### src/rtl/wide_add_sequencer_if.sv
// Request/response bundle for wide_add_sequencer; WORDS must match the sequencer's WORDS.
// Build option WIDE_ADD_OVF_EN adds the signed-overflow flag to the bundle.
interface wide_add_sequencer_if #(
  parameter int WORDS = 4
);
  logic                  start;
  logic [64*WORDS-1:0]   a_wide;
  logic [64*WORDS-1:0]   b_wide;
  logic                  cin_wide;
  logic                  busy;
  logic                  done;
  logic [64*WORDS-1:0]   sum_wide;
  logic                  cout_wide;
`ifdef WIDE_ADD_OVF_EN
  logic                  ovf;

  modport master (
    output start, a_wide, b_wide, cin_wide,
    input  busy, done, sum_wide, cout_wide, ovf
  );
  modport slave (
    input  start, a_wide, b_wide, cin_wide,
    output busy, done, sum_wide, cout_wide, ovf
  );
`else
  modport master (
    output start, a_wide, b_wide, cin_wide,
    input  busy, done, sum_wide, cout_wide
  );
  modport slave (
    input  start, a_wide, b_wide, cin_wide,
    output busy, done, sum_wide, cout_wide
  );
`endif
endinterface

### src/rtl/wide_add_sequencer.sv
// Splits a WORDS x 64-bit add into word-serial passes through an external ADD_LAT-deep 64-bit adder.
// Build option WIDE_ADD_OVF_EN adds a signed-overflow output (bus.ovf) updated with sum_wide.
module wide_add_sequencer #(
  parameter int WORDS   = 4,
  parameter int ADD_LAT = 2
) (
  input  logic                clk,
  input  logic                rst,
  wide_add_sequencer_if.slave bus,
  output logic [63:0]         add_a,
  output logic [63:0]         add_b,
  output logic                add_cin,
  input  logic [63:0]         add_sum,
  input  logic                add_cout
);

  localparam int W     = 64 * WORDS;
  localparam int IDX_W = $clog2(WORDS);
  localparam int CNT_W = $clog2(ADD_LAT + 1);
  localparam logic [IDX_W-1:0] LAST_IDX = IDX_W'(WORDS - 1);
  localparam logic [CNT_W-1:0] CNT_LOAD = CNT_W'(ADD_LAT);

  typedef enum logic [1:0] {S_IDLE, S_RUN, S_DONE} state_t;

  state_t           state_q, state_d;
  logic [CNT_W-1:0] cnt_q, cnt_d;
  logic [IDX_W-1:0] idx_q, idx_d, idx_nxt;
  logic [W-1:0]     a_q, a_d;
  logic [W-1:0]     b_q, b_d;
  logic [W-1:0]     acc_q, acc_d;
  logic [W-1:0]     sum_q, sum_d;
  logic             cout_q, cout_d;
  logic [63:0]      add_a_q, add_a_d;
  logic [63:0]      add_b_q, add_b_d;
  logic             add_cin_q, add_cin_d;
`ifdef WIDE_ADD_OVF_EN
  logic             ovf_q, ovf_d;
`endif

  assign idx_nxt = idx_q + 1'b1;

  always_comb begin
    state_d   = state_q;
    cnt_d     = cnt_q;
    idx_d     = idx_q;
    a_d       = a_q;
    b_d       = b_q;
    acc_d     = acc_q;
    sum_d     = sum_q;
    cout_d    = cout_q;
    add_a_d   = add_a_q;
    add_b_d   = add_b_q;
    add_cin_d = add_cin_q;
`ifdef WIDE_ADD_OVF_EN
    ovf_d     = ovf_q;
`endif
    case (state_q)
      S_IDLE, S_DONE: begin
        state_d = S_IDLE;
        if (bus.start) begin
          a_d       = bus.a_wide;
          b_d       = bus.b_wide;
          add_a_d   = bus.a_wide[63:0];
          add_b_d   = bus.b_wide[63:0];
          add_cin_d = bus.cin_wide;
          cnt_d     = CNT_LOAD;
          idx_d     = '0;
          state_d   = S_RUN;
        end
      end
      S_RUN: begin
        if (cnt_q != '0) begin
          cnt_d = cnt_q - 1'b1;
        end else begin
          acc_d[{idx_q, 6'b0} +: 64] = add_sum;
          if (idx_q == LAST_IDX) begin
            // acc_d already holds the top word straight from the adder
            sum_d   = acc_d;
            cout_d  = add_cout;
`ifdef WIDE_ADD_OVF_EN
            ovf_d   = (a_q[W-1] == b_q[W-1]) && (add_sum[63] != a_q[W-1]);
`endif
            state_d = S_DONE;
          end else begin
            add_a_d   = a_q[{idx_nxt, 6'b0} +: 64];
            add_b_d   = b_q[{idx_nxt, 6'b0} +: 64];
            add_cin_d = add_cout;
            cnt_d     = CNT_LOAD;
            idx_d     = idx_nxt;
          end
        end
      end
      default: state_d = S_IDLE;
    endcase
  end

  always_ff @(posedge clk or posedge rst) begin
    if (rst) begin
      state_q   <= S_IDLE;
      cnt_q     <= '0;
      idx_q     <= '0;
      a_q       <= '0;
      b_q       <= '0;
      acc_q     <= '0;
      sum_q     <= '0;
      cout_q    <= 1'b0;
      add_a_q   <= '0;
      add_b_q   <= '0;
      add_cin_q <= 1'b0;
`ifdef WIDE_ADD_OVF_EN
      ovf_q     <= 1'b0;
`endif
    end else begin
      state_q   <= state_d;
      cnt_q     <= cnt_d;
      idx_q     <= idx_d;
      a_q       <= a_d;
      b_q       <= b_d;
      acc_q     <= acc_d;
      sum_q     <= sum_d;
      cout_q    <= cout_d;
      add_a_q   <= add_a_d;
      add_b_q   <= add_b_d;
      add_cin_q <= add_cin_d;
`ifdef WIDE_ADD_OVF_EN
      ovf_q     <= ovf_d;
`endif
    end
  end

  assign bus.busy      = (state_q == S_RUN);
  assign bus.done      = (state_q == S_DONE);
  assign bus.sum_wide  = sum_q;
  assign bus.cout_wide = cout_q;
`ifdef WIDE_ADD_OVF_EN
  assign bus.ovf       = ovf_q;
`endif
  assign add_a   = add_a_q;
  assign add_b   = add_b_q;
  assign add_cin = add_cin_q;

endmodule

### src/flat_wrapper.sv
// flat-port wrapper written by rule: the top's interface ports become plain ports
module wide_add_sequencer_flat 
#(
  parameter int WORDS   = 4,
  parameter int ADD_LAT = 2
)
  (clk, rst, add_a, add_b, add_cin, add_sum, add_cout, bus_start, bus_a_wide, bus_b_wide, bus_cin_wide, bus_busy, bus_done, bus_sum_wide, bus_cout_wide);
  wide_add_sequencer_if #(.WORDS(WORDS)) bus_i ();
  input  logic clk;
  input  logic rst;
  output logic [63:0] add_a;
  output logic [63:0] add_b;
  output logic add_cin;
  input  logic [63:0] add_sum;
  input  logic add_cout;
  input wire logic [$bits(bus_i.start)-1:0] bus_start;
  input wire logic [$bits(bus_i.a_wide)-1:0] bus_a_wide;
  input wire logic [$bits(bus_i.b_wide)-1:0] bus_b_wide;
  input wire logic [$bits(bus_i.cin_wide)-1:0] bus_cin_wide;
  output wire logic [$bits(bus_i.busy)-1:0] bus_busy;
  output wire logic [$bits(bus_i.done)-1:0] bus_done;
  output wire logic [$bits(bus_i.sum_wide)-1:0] bus_sum_wide;
  output wire logic [$bits(bus_i.cout_wide)-1:0] bus_cout_wide;
  assign bus_i.start = bus_start;
  assign bus_i.a_wide = bus_a_wide;
  assign bus_i.b_wide = bus_b_wide;
  assign bus_i.cin_wide = bus_cin_wide;
  assign bus_busy = bus_i.busy;
  assign bus_done = bus_i.done;
  assign bus_sum_wide = bus_i.sum_wide;
  assign bus_cout_wide = bus_i.cout_wide;
  wide_add_sequencer #(.WORDS(WORDS), .ADD_LAT(ADD_LAT)) u_core (.clk(clk), .rst(rst), .bus(bus_i), .add_a(add_a), .add_b(add_b), .add_cin(add_cin), .add_sum(add_sum), .add_cout(add_cout));
endmodule
### config.mk
export PLATFORM = sky130hd
export DESIGN_NAME = wide_add_sequencer_flat
export DESIGN_NICKNAME = d
export VERILOG_FILES = /design/src/rtl/wide_add_sequencer_if.sv /design/src/rtl/wide_add_sequencer.sv /design/src/flat_wrapper.sv
export SDC_FILE = /design/constraint.sdc
export NUM_CORES = 2
export LEC_CHECK = 0
export BUFFER_PORTS_ARGS = -buffer_cell sky130_fd_sc_hd__buf_4
export CAP_MARGIN = 20
export CORE_AREA = 2 2 377 379
export CTS_BUF_LIST = sky130_fd_sc_hd__clkbuf_4
export CTS_CLUSTER_DIAMETER = 40
export DETAILED_ROUTE_END_ITERATION = 7
export DIE_AREA = 0 0 379 381
export PLACE_DENSITY = 0.5
export SETUP_SLACK_MARGIN = 0.05
export SLEW_MARGIN = 20
export SYNTH_ARGS = -nofsm -noshare
export SYNTH_HDL_FRONTEND = slang
export SYNTH_SLANG_ARGS = --single-unit
### constraint.sdc
create_clock -name clk -period 45.4 [get_ports clk]
set_clock_uncertainty 0.2 [all_clocks]
set_input_delay 2.27 -clock clk [delete_from_list [all_inputs] [get_ports clk]]
set_output_delay 2.27 -clock clk [all_outputs]
set_load 0.005 [all_outputs]
**After elaboration in Yosys (flattened, before gate mapping)**

Cells that the tools add are included.

- Flip-flop bits (word level): 1160
- Bits in latches: 0
- RAM bits: 0
- Memory bits (read-only): 0
- Input bits: 581
- Logic and storage cells: 62
- Memories kept: 0

- Add/sub/neg operators: 3
- $mul: 0
- Divide/modulo/power cells: 0
- Magnitude comparators: 0
- Equality and inequality tests: 8
- Shifts and indexed selects: 4
- Mux-type cells: 25
- Bitwise operators: 1
- Reduce and logical (&&, ||, !) cells: 10

Operators by type and width:

| kind | count |
|---|---|
| 256-bit by 9-bit variable part select with 64-bit output | 2 |
| 64-bit 2-to-1 mux | 6 |
| 256-bit bitwise mux | 1 |
| 64-bit one-hot mux with 2 select lines | 2 |
| 64-bit by 10-bit variable shift with 256-bit output, first input constant | 1 |
| 64-bit by 10-bit variable part select with 256-bit output | 1 |
| 2-bit 2-to-1 mux | 8 |
| 2-bit one-hot mux with 2 select lines | 3 |
| 8-bit negator with 10-bit output | 1 |
| 2-bit != test, second input constant | 3 |
| 2-bit AND reduction | 3 |
| 3-bit AND reduction | 2 |
| 2-bit == test, second input constant | 2 |
| 1-bit 2-to-1 mux | 4 |
| 4-bit AND reduction | 1 |
| 2-bit nonzero test | 2 |
| 3-bit by 2-bit != test with 1-bit output, second input constant | 1 |
| 2-bit by 1-bit adder with 2-bit output, second input constant | 1 |
| 2-bit by 1-bit == test with 1-bit output, second input constant | 1 |
| 2-bit logical NOT | 1 |
| 2-bit by 1-bit != test with 1-bit output, second input constant | 1 |
| 1-bit one-hot mux with 2 select lines | 1 |
| 2-bit OR reduction | 1 |
| 2-bit by 1-bit subtractor with 2-bit output, second input constant | 1 |
| 1-bit inverter | 1 |

**Longest topological paths before layout**

- Depth after elaboration: 5
- Gate-level depth with buffers: 10
- Depth with buffers taken out: 5

**Least setup slack after synthesis**

OpenSTA, ideal clock, no wires.

- Path type: input to register
- From: input bus_start
- To: register u_core.b_q[245]
- Data arrival time: 3347 ps
- Slack: 41728 ps
- Cell stages on the path: 5
- Buffers on the path: 3
- Cell sequence: nor2b_1 -> buf_2 -> clkbuf_1 -> buf_2 -> mux2_2

- Cells in the longest elaborated chain, start to end: 1

RTL lines:

| what | RTL line | source |
|---|---|---|
| start, declared | flat_wrapper.sv:16 | `input wire logic [$bits(bus_i.start)-1:0] bus_start;` |
| 2-bit AND reduction (no source line) | - |  |
| end signal, assigned | wide_add_sequencer.sv:103 | `b_q <= '0;` |
| end signal, assigned | wide_add_sequencer.sv:118 | `b_q <= b_d;` |
| end, declared | wide_add_sequencer.sv:29 | `logic [W-1:0] b_q, b_d;` |

No other way between the ends.
A chain may end at the register's enable or synchronous reset.

**Final worst setup path**

- From: input bus_start
- To: register u_core.a_q[61]

- Cells in the longest elaborated chain, start to end: 1

RTL lines:

| what | RTL line | source |
|---|---|---|
| 2-bit AND reduction (no source line) | - |  |
| end signal, assigned | wide_add_sequencer.sv:102 | `a_q <= '0;` |
| end signal, assigned | wide_add_sequencer.sv:117 | `a_q <= a_d;` |
| end, declared | wide_add_sequencer.sv:28 | `logic [W-1:0] a_q, a_d;` |

No other way between the ends.

==> impl_metrics.env <==
export IMPL_outcome="finished with violations"
export IMPL_violations="design-rule violations"
export IMPL_cp_endpoint="u_core.a_q[61]"
export IMPL_cts_root_buf="clkbuf_4"
export IMPL_reg2regPathDepth=7
export IMPL_synth_edf_count=0
export IMPL_synthMuxAreaShare_pct=18.5
export IMPL_critPathBufInv=6
export IMPL_post_cts_resized=0
export IMPL_cp_startpoint="bus_start"
export IMPL_ys_warnings_count=0
export IMPL_worstPathRequired_ps=46250
export IMPL_yosysTopAreaCellShare_pct=58.6
export IMPL_hold_ws_ps=281
export IMPL_slowest_delay_ps=880
export IMPL_die_w_um=379
export IMPL_fillers=13800
export IMPL_power_density_mw_per_mm2=74.7
export IMPL_p_sw_share_pct=36.3
export IMPL_routed_wl_mm=178
export IMPL_avgSynthCellArea_um2=12.8
export IMPL_synth_simple_area_share_pct=5.01
export IMPL_p_total_mw=4.42
export IMPL_ioPinCount=969
export IMPL_numCtsBuffers=331
export IMPL_antenna_found_initial=55
export IMPL_synth_top_family_by_area="multiplexers"
export IMPL_synthArstFlopShare_pct=100
export IMPL_tns_ps=0
export IMPL_crit_chain="buf_4 -> nor2b_4 -> buf_4 -> buf_4 -> buf_4 -> buf_4 -> buf_4 -> mux2_2"
export IMPL_max_freq_ghz=0.178
export IMPL_drc=13
export IMPL_vdd_drop_max_mv=0.0460
export IMPL_overflow=0
export IMPL_synth_compound_area_share_pct=13.8
export IMPL_cts_buffer_depth=4
export IMPL_post_cts_buffers=0
export IMPL_path_depth=8
export IMPL_synth_top_area_cell="dfrtp_1"
export IMPL_hpwl_mm=117
export IMPL_ant_nets=0
export IMPL_port_buffers=968
export IMPL_hold_buffers=0
export IMPL_fin_util_pct=42.1
export IMPL_switching_power_mw=1.61
export IMPL_final_net_count=5208
export IMPL_slew_viol_final=0
export IMPL_cpMostUsedCell="buf_4"
export IMPL_hold_path_class="register to register"
export IMPL_path_class="input port to register"
export IMPL_cpLargestDelayFamily="buffers and inverters"
export IMPL_cap_violations=0
export IMPL_die_y_um=381
export IMPL_power_leakage_nw=26.7
export IMPL_rsz0062_at_grt="false"
export IMPL_post_route_period_util_pct=12.4
export IMPL_drt_iter0_markers=2730
export IMPL_syn_to_final_growth_pct=26.4
export IMPL_num_vias=35600
export IMPL_grt_util_met1_pct=31.4
export IMPL_rrSetupSlack_ps=40310
export IMPL_synth_fa_ha_area_share_pct=0.187
export IMPL_vias_per_cell=5.30
export IMPL_grt_pass1_wl_mm=258
export IMPL_cp_slowest_cell="buf_4"
export IMPL_endpoint_kind="register"
export IMPL_synth_xor_area_share_pct=0
export IMPL_num_rows=138
export IMPL_grtUsageTotal_pct=24.1
export IMPL_syn_area_mm2=0.0468
export IMPL_gp_congestion=0.888
export IMPL_r2r_start="u_core.state_q[0]"
export IMPL_final_setup_viol_count=0
export IMPL_gr_usage_met2_pct=36.8
export IMPL_synth_flop_cell="dfrtp_1"
export IMPL_first_pass_iters=8
export IMPL_start_util_pct=33.3
export IMPL_r2r_end="u_core.a_q[61]"
export IMPL_cts_reportedPaths_clkPinSlew_ps=50
export IMPL_htreeDepth=5
export IMPL_core_mm2=0.141
export IMPL_die_area_mm2=0.144
export IMPL_p_int_mw=2.81
export IMPL_start_kind="input port"
export IMPL_synth_distinct_cells=39
export IMPL_insertion_delay_ps=1240
export IMPL_post_route_min_period_ps=5620
export IMPL_critical_path_arrival_ps=6470
export IMPL_gr_usage_met3_pct=8.57
export IMPL_slew_headroom_pct=23.9
export IMPL_cp_max_fo=82
export IMPL_drive_gt1_share_pct=47.5
export IMPL_busiest_layer="met2"
export IMPL_ys_ff_latch=1096
export IMPL_stdcell_count=6721
export IMPL_hold_viol=0
export IMPL_synthTopCellsByArea="dfrtp_1, mux2_2, a22o_1"
export IMPL_yosysSeqAreaShare_pct=58.6
export IMPL_grt_pass1_vias=36700
export IMPL_worst_slew_pin_slew_ps=1140
export IMPL_pwr_share_comb_pct=41.3
export IMPL_grt_start_max_net_pins=261
export IMPL_syn_nets=4235
export IMPL_synthCells=3647
export IMPL_p_seq_share_pct=38.2
export IMPL_clkPwrFrac_pct=20.4
export IMPL_wire_per_inst_um=26.5
export IMPL_dp_cells=6174
export IMPL_cts_tree="done"
export IMPL_cts_sinks=1096
power groups by stage:
stage          combinational [mW]  sequential [mW]  clock [mW]
2_1_floorplan                1.16             1.64           0
4_1_cts                      1.85             1.69       0.937
5_1_grt                      1.98             1.74       0.992
3_3_place_gp                 1.82             1.69           0
3_5_place_dp                 1.84             1.70           0
6_report                     1.83             1.69       0.903
Yosys cell counts (2+ instances only):
library cell	instances
nand2_1	196
a32oi_1	64
buf_1	16
a21oi_1	193
mux2_2	750
clkbuf_2	50
a222oi_1	127
nand3_1	4
and4_1	2
inv_1	6
o21ai_0	67
clkbuf_1	138
a22o_1	256
o31ai_1	2
and2_1	2
a31oi_1	65
o21ai_1	125
nor3b_1	2
dfrtp_1	1096
buf_4	7
buf_2	180
nor2b_1	130
and4bb_1	2
ha_1	7
nor3_1	128
mux2_1	18
inv_2	2
cell usage in the layout (no fill, tap or decap), types with 26 or more instances in the layout:
cell,synthesis,routed
a222oi_1,127,127
clkbuf_4,0,466
dfrtp_1,1096,1096
clkinv_1,0,41
mux2_2,750,750
nor2b_1,130,129
a32oi_1,64,64
buf_4,7,1023
o21ai_1,125,125
o21ai_0,67,67
nor3_1,128,128
a21oi_1,193,193
nand2_1,196,196
diode_2,0,26
a31oi_1,65,65
a22o_1,256,256
layout make-up:
type                            instances  area [µm²]  share of cell area, %
Inverter                                8        37.5                 0.0635
Antenna cell                           26        65.1                  0.110
Tap cell                             1890        2360                   4.00
Timing Repair Buffer                 1031        7850                   13.3
Sequential cell                      1096       27400                   46.4
Multi-Input combinational cell       2152       17700                   29.9
Clock buffer                          466        3500                   5.92
Clock inverter                         52         228                  0.385
tightest hold or removal path: cells and delay by family (launching register included):
family	cells	cell delay, ps
AO/OA/AOI/OAI	1	60
flip-flops	1	340
AND/OR/NAND/NOR	1	50
per-stage QoR:
stage          area (µm²)  setup WS [ps]
2_1_floorplan       46800          12070
3_3_place_gp        55200          38600
3_5_place_dp        55300          38610
4_1_cts             59000          39590
5_1_grt             59100          39640
6_report            59100          39780
routing by layer:
layer / routed length (µm) / vias to the layer above
met2: 81600 / 1472
met1: 75500 / 18200
met5: 265 / -
met3: 16100 / 293
li1: - / 15600
met4: 4790 / 40
cell families (layout without fill, tap and decap cells):
| kind of cell | count (synthesis) | count (layout) |
|---|---|---|
| buffers and inverters | 399 | 1557 |
| other | 0 | 26 |
| AO/OA/AOI/OAI | 901 | 901 |
| multiplexers | 769 | 769 |
| adder cells (fa/ha/maj) | 7 | 7 |
| flip-flops | 1096 | 1096 |
| AND/OR/NAND/NOR | 475 | 475 |
worst min path at each step:
stage / to / cells past startpoint / from / slack (ps)
final: u_core.bus.sum_wide[25] / 2 / u_core.bus.sum_wide[25] / 280
after global routing: u_core.bus.sum_wide[58] / 2 / u_core.bus.sum_wide[58] / 300
after CTS: u_core.bus.sum_wide[126] / 2 / u_core.bus.sum_wide[126] / 280
after detailed placement: u_core.bus.sum_wide[22] / 2 / u_core.bus.sum_wide[22] / 270
after global placement: u_core.bus.sum_wide[190] / 2 / u_core.bus.sum_wide[190] / 270
after floorplan: u_core.acc_q[188] / 1 / u_core.acc_q[188] / 260
registers in the layout, summed over array words and instances (netlist names):
| name | cells |
|---|---|
| u_core.a_q | 256 |
| u_core.bus.cout_wide | 1 |
| u_core.acc_q | 192 |
| u_core.bus.sum_wide | 256 |
| u_core.b_q | 256 |
| u_core.add_cin | 1 |
| u_core.state_q | 2 |
| u_core.add_a | 64 |
| u_core.add_b | 64 |
| u_core.idx_q | 2 |
| u_core.cnt_q | 2 |
Power figures use the tool's default switching activity.
